**src/rtl/decoder_ctrl_pkg.sv**
```systemverilog
// Shared definitions for the decoder control path: FSM state encoding and
// default code geometry (layers per iteration, iteration cap).
package decoder_ctrl_pkg;

    localparam int DEF_LAYER_NUM = 3;
    localparam int DEF_MAX_ITER  = 10;

    typedef enum logic [2:0] {
        S_IDLE      = 3'd0,
        S_INIT      = 3'd1,
        S_RUN       = 3'd2,
        S_DRAIN     = 3'd3,
        S_LAYER_END = 3'd4,
        S_SYND      = 3'd5,
        S_IBUPD     = 3'd6,
        S_TERM      = 3'd7
    } state_e;

endpackage

```
**src/rtl/layer_iter_ctrl_if.sv**
```systemverilog
// Signal bundle between the decoding-process scheduler and its neighbours
// (frame source, CNU write-back, syndrome checker, VNU IB-RAM updater).
interface layer_iter_ctrl_if
    import decoder_ctrl_pkg::*;
#(
    parameter int LAYER_W = 2,
    parameter int ITER_W  = 4
);
    // Handshake: ib_update_req is a registered one-cycle pulse; the updater
    // answers with a one-cycle ib_update_ack no earlier than the next cycle,
    // and vnu_update_pend stays high from the req cycle through the ack cycle.
    logic               frame_start;
    logic               frame_ready;
    logic               c2v_mem_we;
    logic               syndrome_valid;
    logic               syndrome_zero;
    logic               ib_update_ack;
    logic               ib_update_req;
    logic               vnu_update_pend;
    logic               layer_finish;
    logic               termination;
    logic [LAYER_W-1:0] layer_idx;
    logic [ITER_W-1:0]  iter_cnt;
    logic               decode_success;
    logic               seq_err;
    state_e             state_dbg;

    modport master (
        output frame_start, c2v_mem_we, syndrome_valid, syndrome_zero, ib_update_ack,
        input  frame_ready, ib_update_req, vnu_update_pend, layer_finish, termination,
        input  layer_idx, iter_cnt, decode_success, seq_err, state_dbg
    );

    modport slave (
        input  frame_start, c2v_mem_we, syndrome_valid, syndrome_zero, ib_update_ack,
        output frame_ready, ib_update_req, vnu_update_pend, layer_finish, termination,
        output layer_idx, iter_cnt, decode_success, seq_err, state_dbg
    );

endinterface

```
**src/rtl/layer_iter_ctrl_counter.sv**
```systemverilog
// Layer index and completed-iteration counters. The layer index never wraps
// on its own; the iteration count saturates at MAX_ITER.
module iter_layer_counter #(
    parameter int LAYER_NUM = 3,
    parameter int MAX_ITER  = 10,
    parameter int LAYER_W   = 2,
    parameter int ITER_W    = 4
) (
    input  logic               clk_i,
    input  logic               rst_i,
    input  logic               clear_i,
    input  logic               layer_inc_i,
    input  logic               layer_wrap_i,
    input  logic               iter_inc_i,
    output logic [LAYER_W-1:0] layer_idx_o,
    output logic [ITER_W-1:0]  iter_cnt_o,
    output logic [ITER_W-1:0]  iter_next_o
);
    localparam logic [LAYER_W-1:0] LAST_LAYER = LAYER_W'(LAYER_NUM - 1);
    localparam logic [ITER_W-1:0]  ITER_MAX   = ITER_W'(MAX_ITER);

    logic [LAYER_W-1:0] layer_q, layer_d;
    logic [ITER_W-1:0]  iter_q, iter_d;

    assign iter_next_o = (iter_q == ITER_MAX) ? iter_q : iter_q + ITER_W'(1);

    always_comb begin
        layer_d = layer_q;
        iter_d  = iter_q;
        if (clear_i) begin
            layer_d = '0;
            iter_d  = '0;
        end else begin
            if (layer_wrap_i) begin
                layer_d = '0;
            end else if (layer_inc_i && (layer_q != LAST_LAYER)) begin
                layer_d = layer_q + LAYER_W'(1);
            end
            if (iter_inc_i) begin
                iter_d = iter_next_o;
            end
        end
    end

    always_ff @(posedge clk_i) begin
        if (rst_i) begin
            layer_q <= '0;
            iter_q  <= '0;
        end else begin
            layer_q <= layer_d;
            iter_q  <= iter_d;
        end
    end

    assign layer_idx_o = layer_q;
    assign iter_cnt_o  = iter_q;

endmodule

```
**src/rtl/layer_iter_ctrl.sv**
```systemverilog
// Layer/iteration scheduler feeding the CNU control FSM: turns C2V write-back
// strobes into layer_finish, drives the IB-RAM update handshake and ends decoding.
module layer_iter_ctrl
    import decoder_ctrl_pkg::*;
#(
    parameter int LAYER_NUM  = DEF_LAYER_NUM,
    parameter int MAX_ITER   = DEF_MAX_ITER,
    parameter int WB_LATENCY = 1,
    parameter int LAYER_W    = $clog2(LAYER_NUM),
    parameter int ITER_W     = $clog2(MAX_ITER + 1)
) (
    input logic              read_clk,
    input logic              rst,
    layer_iter_ctrl_if.slave bus
);
    localparam logic [LAYER_W-1:0] LAST_LAYER = LAYER_W'(LAYER_NUM - 1);
    localparam logic [ITER_W-1:0]  ITER_MAX   = ITER_W'(MAX_ITER);
    localparam logic [2:0] DRAIN_LAST = (WB_LATENCY == 0) ? 3'd0 : 3'(WB_LATENCY - 1);

    state_e             state_q, state_d;
    logic [2:0]         drain_cnt_q, drain_cnt_d;
    logic               term_q, term_d, ready_q, ready_d, req_q, req_d;
    logic               pend_q, pend_d, lf_q, lf_d, success_q, success_d, err_q, err_d;
    logic               enter_le, cnt_clear, layer_inc, layer_wrap, iter_inc;
    logic [LAYER_W-1:0] layer_idx;
    logic [ITER_W-1:0]  iter_cnt, iter_next;

    iter_layer_counter #(
        .LAYER_NUM(LAYER_NUM), .MAX_ITER(MAX_ITER), .LAYER_W(LAYER_W), .ITER_W(ITER_W)
    ) u_cnt (
        .clk_i(read_clk), .rst_i(rst), .clear_i(cnt_clear), .layer_inc_i(layer_inc),
        .layer_wrap_i(layer_wrap), .iter_inc_i(iter_inc), .layer_idx_o(layer_idx),
        .iter_cnt_o(iter_cnt), .iter_next_o(iter_next)
    );

    always_comb begin
        state_d     = state_q;
        drain_cnt_d = drain_cnt_q;
        success_d   = success_q;
        err_d       = err_q;
        lf_d        = 1'b0;
        enter_le    = 1'b0;
        cnt_clear   = 1'b0;
        layer_inc   = 1'b0;
        layer_wrap  = 1'b0;
        iter_inc    = 1'b0;
        case (state_q)
            S_IDLE: if (bus.frame_start) begin
                state_d   = S_INIT;
                cnt_clear = 1'b1;
                success_d = 1'b0;
            end
            S_INIT: if (bus.ib_update_ack) state_d = S_RUN;
            S_RUN: if (bus.c2v_mem_we) begin
                drain_cnt_d = '0;
                if (WB_LATENCY == 0) begin
                    state_d  = S_LAYER_END;
                    enter_le = 1'b1;
                end else begin
                    state_d = S_DRAIN;
                end
            end
            S_DRAIN: if (drain_cnt_q == DRAIN_LAST) begin
                state_d  = S_LAYER_END;
                enter_le = 1'b1;
            end else begin
                drain_cnt_d = drain_cnt_q + 3'd1;
            end
            // A registered layer_finish marks a non-last layer; otherwise the iteration is done.
            S_LAYER_END: state_d = lf_q ? S_RUN : S_SYND;
            S_SYND: if (bus.syndrome_valid) begin
                iter_inc = 1'b1;
                if (bus.syndrome_zero) begin
                    state_d   = S_TERM;
                    success_d = 1'b1;
                end else if (iter_next == ITER_MAX) begin
                    state_d = S_TERM;
                end else begin
                    state_d    = S_IBUPD;
                    layer_wrap = 1'b1;
                    lf_d       = 1'b1;
                end
            end
            S_IBUPD: if (bus.ib_update_ack) state_d = S_RUN;
            S_TERM:  state_d = S_IDLE;
            default: state_d = S_IDLE;
        endcase

        if (enter_le && (layer_idx != LAST_LAYER)) begin
            lf_d      = 1'b1;
            layer_inc = 1'b1;
        end

        if (bus.frame_start && (state_q != S_IDLE)) err_d = 1'b1;
        if (bus.c2v_mem_we && (state_q != S_RUN)) err_d = 1'b1;
        if (bus.ib_update_ack && !(state_q inside {S_INIT, S_IBUPD})) err_d = 1'b1;

        term_d  = (state_d == S_IDLE) || (state_d == S_TERM);
        ready_d = (state_d == S_IDLE);
        pend_d  = (state_d == S_INIT) || (state_d == S_IBUPD);
        req_d   = pend_d && (state_q != state_d);
    end

    always_ff @(posedge read_clk) begin
        if (rst) begin
            state_q     <= S_IDLE;
            drain_cnt_q <= '0;
            term_q      <= 1'b1;
            ready_q     <= 1'b1;
            req_q       <= 1'b0;
            pend_q      <= 1'b0;
            lf_q        <= 1'b0;
            success_q   <= 1'b0;
            err_q       <= 1'b0;
        end else begin
            state_q     <= state_d;
            drain_cnt_q <= drain_cnt_d;
            term_q      <= term_d;
            ready_q     <= ready_d;
            req_q       <= req_d;
            pend_q      <= pend_d;
            lf_q        <= lf_d;
            success_q   <= success_d;
            err_q       <= err_d;
        end
    end

    assign bus.frame_ready     = ready_q;
    assign bus.termination     = term_q;
    assign bus.ib_update_req   = req_q;
    assign bus.vnu_update_pend = pend_q;
    assign bus.layer_finish    = lf_q;
    assign bus.decode_success  = success_q;
    assign bus.seq_err         = err_q;
    assign bus.layer_idx       = layer_idx;
    assign bus.iter_cnt        = iter_cnt;
    assign bus.state_dbg       = state_q;

endmodule

```
**src/flat_wrapper.sv**
```systemverilog
// flat-port wrapper written by rule: the top's interface ports become plain ports
module layer_iter_ctrl_flat import decoder_ctrl_pkg::*;
#(
    parameter int LAYER_NUM  = DEF_LAYER_NUM,
    parameter int MAX_ITER   = DEF_MAX_ITER,
    parameter int WB_LATENCY = 1,
    parameter int LAYER_W    = $clog2(LAYER_NUM),
    parameter int ITER_W     = $clog2(MAX_ITER + 1)
)
  (read_clk, rst, bus_frame_start, bus_c2v_mem_we, bus_syndrome_valid, bus_syndrome_zero, bus_ib_update_ack, bus_frame_ready, bus_ib_update_req, bus_vnu_update_pend, bus_layer_finish, bus_termination, bus_layer_idx, bus_iter_cnt, bus_decode_success, bus_seq_err, bus_state_dbg);
  layer_iter_ctrl_if #(.LAYER_W(LAYER_W), .ITER_W(ITER_W)) bus_i ();
  input logic read_clk;
  input logic rst;
  input wire logic [$bits(bus_i.frame_start)-1:0] bus_frame_start;
  input wire logic [$bits(bus_i.c2v_mem_we)-1:0] bus_c2v_mem_we;
  input wire logic [$bits(bus_i.syndrome_valid)-1:0] bus_syndrome_valid;
  input wire logic [$bits(bus_i.syndrome_zero)-1:0] bus_syndrome_zero;
  input wire logic [$bits(bus_i.ib_update_ack)-1:0] bus_ib_update_ack;
  output wire logic [$bits(bus_i.frame_ready)-1:0] bus_frame_ready;
  output wire logic [$bits(bus_i.ib_update_req)-1:0] bus_ib_update_req;
  output wire logic [$bits(bus_i.vnu_update_pend)-1:0] bus_vnu_update_pend;
  output wire logic [$bits(bus_i.layer_finish)-1:0] bus_layer_finish;
  output wire logic [$bits(bus_i.termination)-1:0] bus_termination;
  output wire logic [$bits(bus_i.layer_idx)-1:0] bus_layer_idx;
  output wire logic [$bits(bus_i.iter_cnt)-1:0] bus_iter_cnt;
  output wire logic [$bits(bus_i.decode_success)-1:0] bus_decode_success;
  output wire logic [$bits(bus_i.seq_err)-1:0] bus_seq_err;
  output wire logic [$bits(bus_i.state_dbg)-1:0] bus_state_dbg;
  assign bus_i.frame_start = bus_frame_start;
  assign bus_i.c2v_mem_we = bus_c2v_mem_we;
  assign bus_i.syndrome_valid = bus_syndrome_valid;
  assign bus_i.syndrome_zero = bus_syndrome_zero;
  assign bus_i.ib_update_ack = bus_ib_update_ack;
  assign bus_frame_ready = bus_i.frame_ready;
  assign bus_ib_update_req = bus_i.ib_update_req;
  assign bus_vnu_update_pend = bus_i.vnu_update_pend;
  assign bus_layer_finish = bus_i.layer_finish;
  assign bus_termination = bus_i.termination;
  assign bus_layer_idx = bus_i.layer_idx;
  assign bus_iter_cnt = bus_i.iter_cnt;
  assign bus_decode_success = bus_i.decode_success;
  assign bus_seq_err = bus_i.seq_err;
  assign bus_state_dbg = bus_i.state_dbg;
  layer_iter_ctrl #(.LAYER_NUM(LAYER_NUM), .MAX_ITER(MAX_ITER), .WB_LATENCY(WB_LATENCY), .LAYER_W(LAYER_W), .ITER_W(ITER_W)) u_core (.read_clk(read_clk), .rst(rst), .bus(bus_i));
endmodule
```
**config.mk**
```make
export PLATFORM = sky130hd
export DESIGN_NAME = layer_iter_ctrl_flat
export DESIGN_NICKNAME = d
export VERILOG_FILES = /design/src/rtl/decoder_ctrl_pkg.sv /design/src/rtl/layer_iter_ctrl_if.sv /design/src/rtl/layer_iter_ctrl_counter.sv /design/src/rtl/layer_iter_ctrl.sv /design/src/flat_wrapper.sv
export SDC_FILE = /design/constraint.sdc
export NUM_CORES = 1
export LEC_CHECK = 0
export ABC_AREA = 0
export BUFFER_PORTS_ARGS = -buffer_cell sky130_fd_sc_hd__buf_2
export CORE_ASPECT_RATIO = 1.2
export CORE_MARGIN = 2
export CORE_UTILIZATION = 40
export DETAILED_ROUTE_END_ITERATION = 10
export PLACE_DENSITY = 0.65
export SETUP_SLACK_MARGIN = 0.4
export SLEW_MARGIN = 10
export SYNTH_ARGS = -nofsm -noshare
export SYNTH_HDL_FRONTEND = slang
export SYNTH_SLANG_ARGS = --single-unit
```
**constraint.sdc**
```tcl
create_clock -name read_clk -period 1.7 [get_ports read_clk]
set_input_delay 0.085 -clock read_clk [delete_from_list [all_inputs] [get_ports read_clk]]
set_output_delay 0.085 -clock read_clk [all_outputs]
set_load 0.03 [all_outputs]
```
==> metrics.md <==
| Metric | Value |
|---|---|
| Status | finished, final reports clean |
| Largest net degree at the start of global routing | 16 |
| Final net count | 206 |
| Max rail drop VDD | 0.0005770 V |
| Vias in the first global route | 1,329 |
| Max clock buf depth | 2 |
| Post-Syn Area | 0.001169 mm2 |
| Fin crit period | roughly 1.7 ns |
| Measured slew at the worst slew-check pin | 0.5557 ns |
| Initial DRT Pass Iterations | 5 |
| Synth area leaders | dfxtp_1 (33%), nor2_1 (6.1%), ha_1 (5.4%) |
| Grt ovf | 0 |
| Crit Path Max Fanout | 4 |
| Endpoint class of the critical path | flip-flop |
| Worst endpoint data arrival time | slightly below 2 ns |
| Top cell type's share of synthesized area | 0.3255 |
| CP required | between 1.5 and 2 ns |
| Die area | 0.003372 mm2 |
| Syn Nets | 151 |
| Register area share after synthesis | 0.3255 |
| Routed vias/inst | 5.665 |
| Maxcap violations | 0 |
| Num rows | 21 |
| Clk Latency, worst-skew pair | approximately 0.31 ns |
| First-pass GRT wire length | 5865 um |
| Slew headroom | 0.6243 |
| Die height | around 63 um |
| Core Box Area | 0.002785 mm2 |
| HPWL after detailed placement | 2191 um |
| Initial core utilization | 0.4196 |
| Psw | 0.0004144 W |
| Sw Share | 0.3554 |
| Clk pwr share | 0.211 |
| Internal Pwr Total | 0.0007517 W |
| Cell count after synthesis | 139 |
| Die W | 53.34 um |
| Power density over the cells | about 640 mW/mm2 |
| I/O pin count | 23 |
| DR vias | about 1,300 |
| Antenna violations before repair | 0 |
| Endpoints failing setup | 0 |
| Post-route ant nets | 0 |
| Drt drc | 0 |
| Worst flop-to-flop path startpoint | u_core.u_cnt.iter_cnt_o[0] |
| Synthesized flop and latch total | 19 |
| Max Fclk | 0.5899 GHz |
| Layout cells sized above 1 | 0.5544 |
| Gpl congestion | approximately 0.79 |
| Slew Limit Fails | 0 |
| Post-synth EDFFs | 0 |
| Most frequent cells in the layout | buf_4 (24), buf_2 (21), nor2_1 (15) |
| Ant diodes | 0 |
| Total power | 0.001166 W |
| Hold Path Class | in -> reg |
| Cts bufs inserted | 3 |
| RSZ-0062 raised after global routing | yes |
| Setup Skew | 0.002716 ns |
| Commonest non-fill, non-tap cell in the layout | buf_4 |
| CP startpoint | u_core.u_cnt.iter_cnt_o[0] |
| Top FF cell, synth | dfxtp_1 |
| Drt first-iter violations | 50 |
| Area Growth Syn to Fin | 56.10% |
| Min Hold Slack | ~0.0054 ns |
| Crit start category | flip-flop |
| CTS tree | built |
| Clock slew at reported path FFs | 0.12 ns |
| Syn Area/Cell | 8.407 um2 |
| Dominant cell type by area after synthesis | dfxtp_1 |
| Static leakage | 0.7967 nW |
| Global Route Usage Sum | 0.2324 |
| Combinational Power Share | 0.364 |
| Syn. warnings | 0 |
| Hold path startpoint | bus_c2v_mem_we |
| Final Hold Vio Count | 0 |
| Distinct cells, synth | 48 |
| CTS Root Buffer Type | clkbuf_4 |
| Port bufs | 22 |
| Avg WL per Cell | roughly 17 um |
| TritonCTS Sinks | 19 |
| Total wire length | 3754 um |
| Ys async rst share | 0 |
| Worst Path Class, Setup | reg -> reg |
| H-Tree Depth | 1 |
| Final Cycle Share | 0.9971 |
| Part of the power in registers | 0.425 |
| Hold buffer count at cts | 0 |
-- worst max-delay path, stage by stage, from the launching register on --
cell,delay [ns]
dfxtp_4,0.39
inv_4,0.04
ha_4,0.26
nor2b_1,0.04
mux2i_1,0.23
buf_4,0.17
nor2_2,0.05
or3_4,0.34
a21oi_2,0.11
-- Yosys cell counts, types with 2 or more instances --
| cell | instances |
|---|---|
| nand2b_1 | 5 |
| buf_2 | 3 |
| o211ai_1 | 2 |
| mux2_2 | 2 |
| xnor2_1 | 4 |
| inv_1 | 11 |
| a22oi_1 | 3 |
| dfxtp_1 | 19 |
| nor2_1 | 19 |
| ha_1 | 5 |
| mux2i_1 | 2 |
| a21oi_1 | 8 |
| nand3_1 | 3 |
| buf_6 | 2 |
| nand2_1 | 6 |
| nor2b_1 | 6 |
| a211oi_1 | 3 |
| o21ai_0 | 4 |
| nor3_1 | 3 |
-- power groups by stage --
| stage | Combinational, W | Clock, W | Sequential [W] |
|---|---|---|---|
| 4_1_cts | 0.000363 | 0.000244 | 0.000493 |
| 5_1_grt | 0.000446 | 0.000268 | 0.000499 |
| 3_5_place_dp | 0.000256 | 0 | 0.000514 |
| 3_3_place_gp | 0.000253 | 0 | 0.000513 |
| 6_report | 0.000424 | 0.000246 | 0.000496 |
| 2_1_floorplan | 0.000161 | 0 | 0.000546 |
-- timing repair --
| item | 4_1_cts | 5_1_grt |
|---|---|---|
| setup buffers | 27 | 2 |
| resized for setup | 21 | 27 |
| setup endpoints to repair | 15 | 20 |
| pin swaps | 18 | 15 |
-- sequential cells by signal, indices dropped and copies added (netlist names) --
register / cells
u_core.bus.decode_success: 1
u_core.bus.frame_ready: 1
u_core.bus.ib_update_req: 1
u_core.bus.layer_finish: 1
u_core.bus.seq_err: 1
u_core.bus.state_dbg: 3
u_core.bus.termination: 1
u_core.bus.vnu_update_pend: 1
u_core.drain_cnt_q: 3
u_core.u_cnt.iter_cnt_o: 4
u_core.u_cnt.layer_idx_o: 2
-- kinds of logic (layout without fill, tap and decap cells) --
logic type      Yosys count  count (layout)  synth area share
buf+inv                  17              71           0.07066
simple gates             53              53            0.2388
compound gates           37              37            0.2452
mux                       4               4           0.03640
fa+ha+maj                 5               5           0.05353
xor+xnor                  4               4           0.02998
flops                    19              19            0.3255
-- cell type report --
cell class | instances | area [um2]
fill | 225 | 960.9
multi-input combinational | 103 | 904.6
timing repair buffer | 56 | 405.4
sequential | 19 | 400.4
inverter | 11 | 43.79
tap | 34 | 42.54
clock buffer | 3 | 22.52
clock inverter | 1 | 5.005
-- final timing paths --
kind	to	slack, ns	cells after the start
max	u_core.bus.layer_finish	0.005	8
min	u_core.drain_cnt_q[2]	0.005	2
max reg2reg	u_core.bus.layer_finish	0.005	8
min reg2reg	u_core.bus.decode_success	0.51	2
-- metrics by stage --
step	cell area (um2)	setup TNS, ns	utilization	worst slack, ns	instances
2_1_floorplan	1256	0	-	0.01097	139
3_3_place_gp	1390	0	0.4991	0.03791	194
3_5_place_dp	1390	-0.01109	0.4991	-0.01109	194
4_1_cts	1709	0	0.6137	0.03429	225
5_1_grt	1824	-0.3387	0.6550	-0.08181	227
6_report	1824	0	0.6550	0.004922	227
-- layer usage --
metal,vias to the layer above,GRT usage,share of wire
met5,-,0,0
met4,0,0.1346,0.035
met3,15,0.03318,0.048
met2,46,0.4074,0.54
met1,623,0.2526,0.37
li1,602,-,-
No activity file was read; power rests on OpenSTA's default activity.
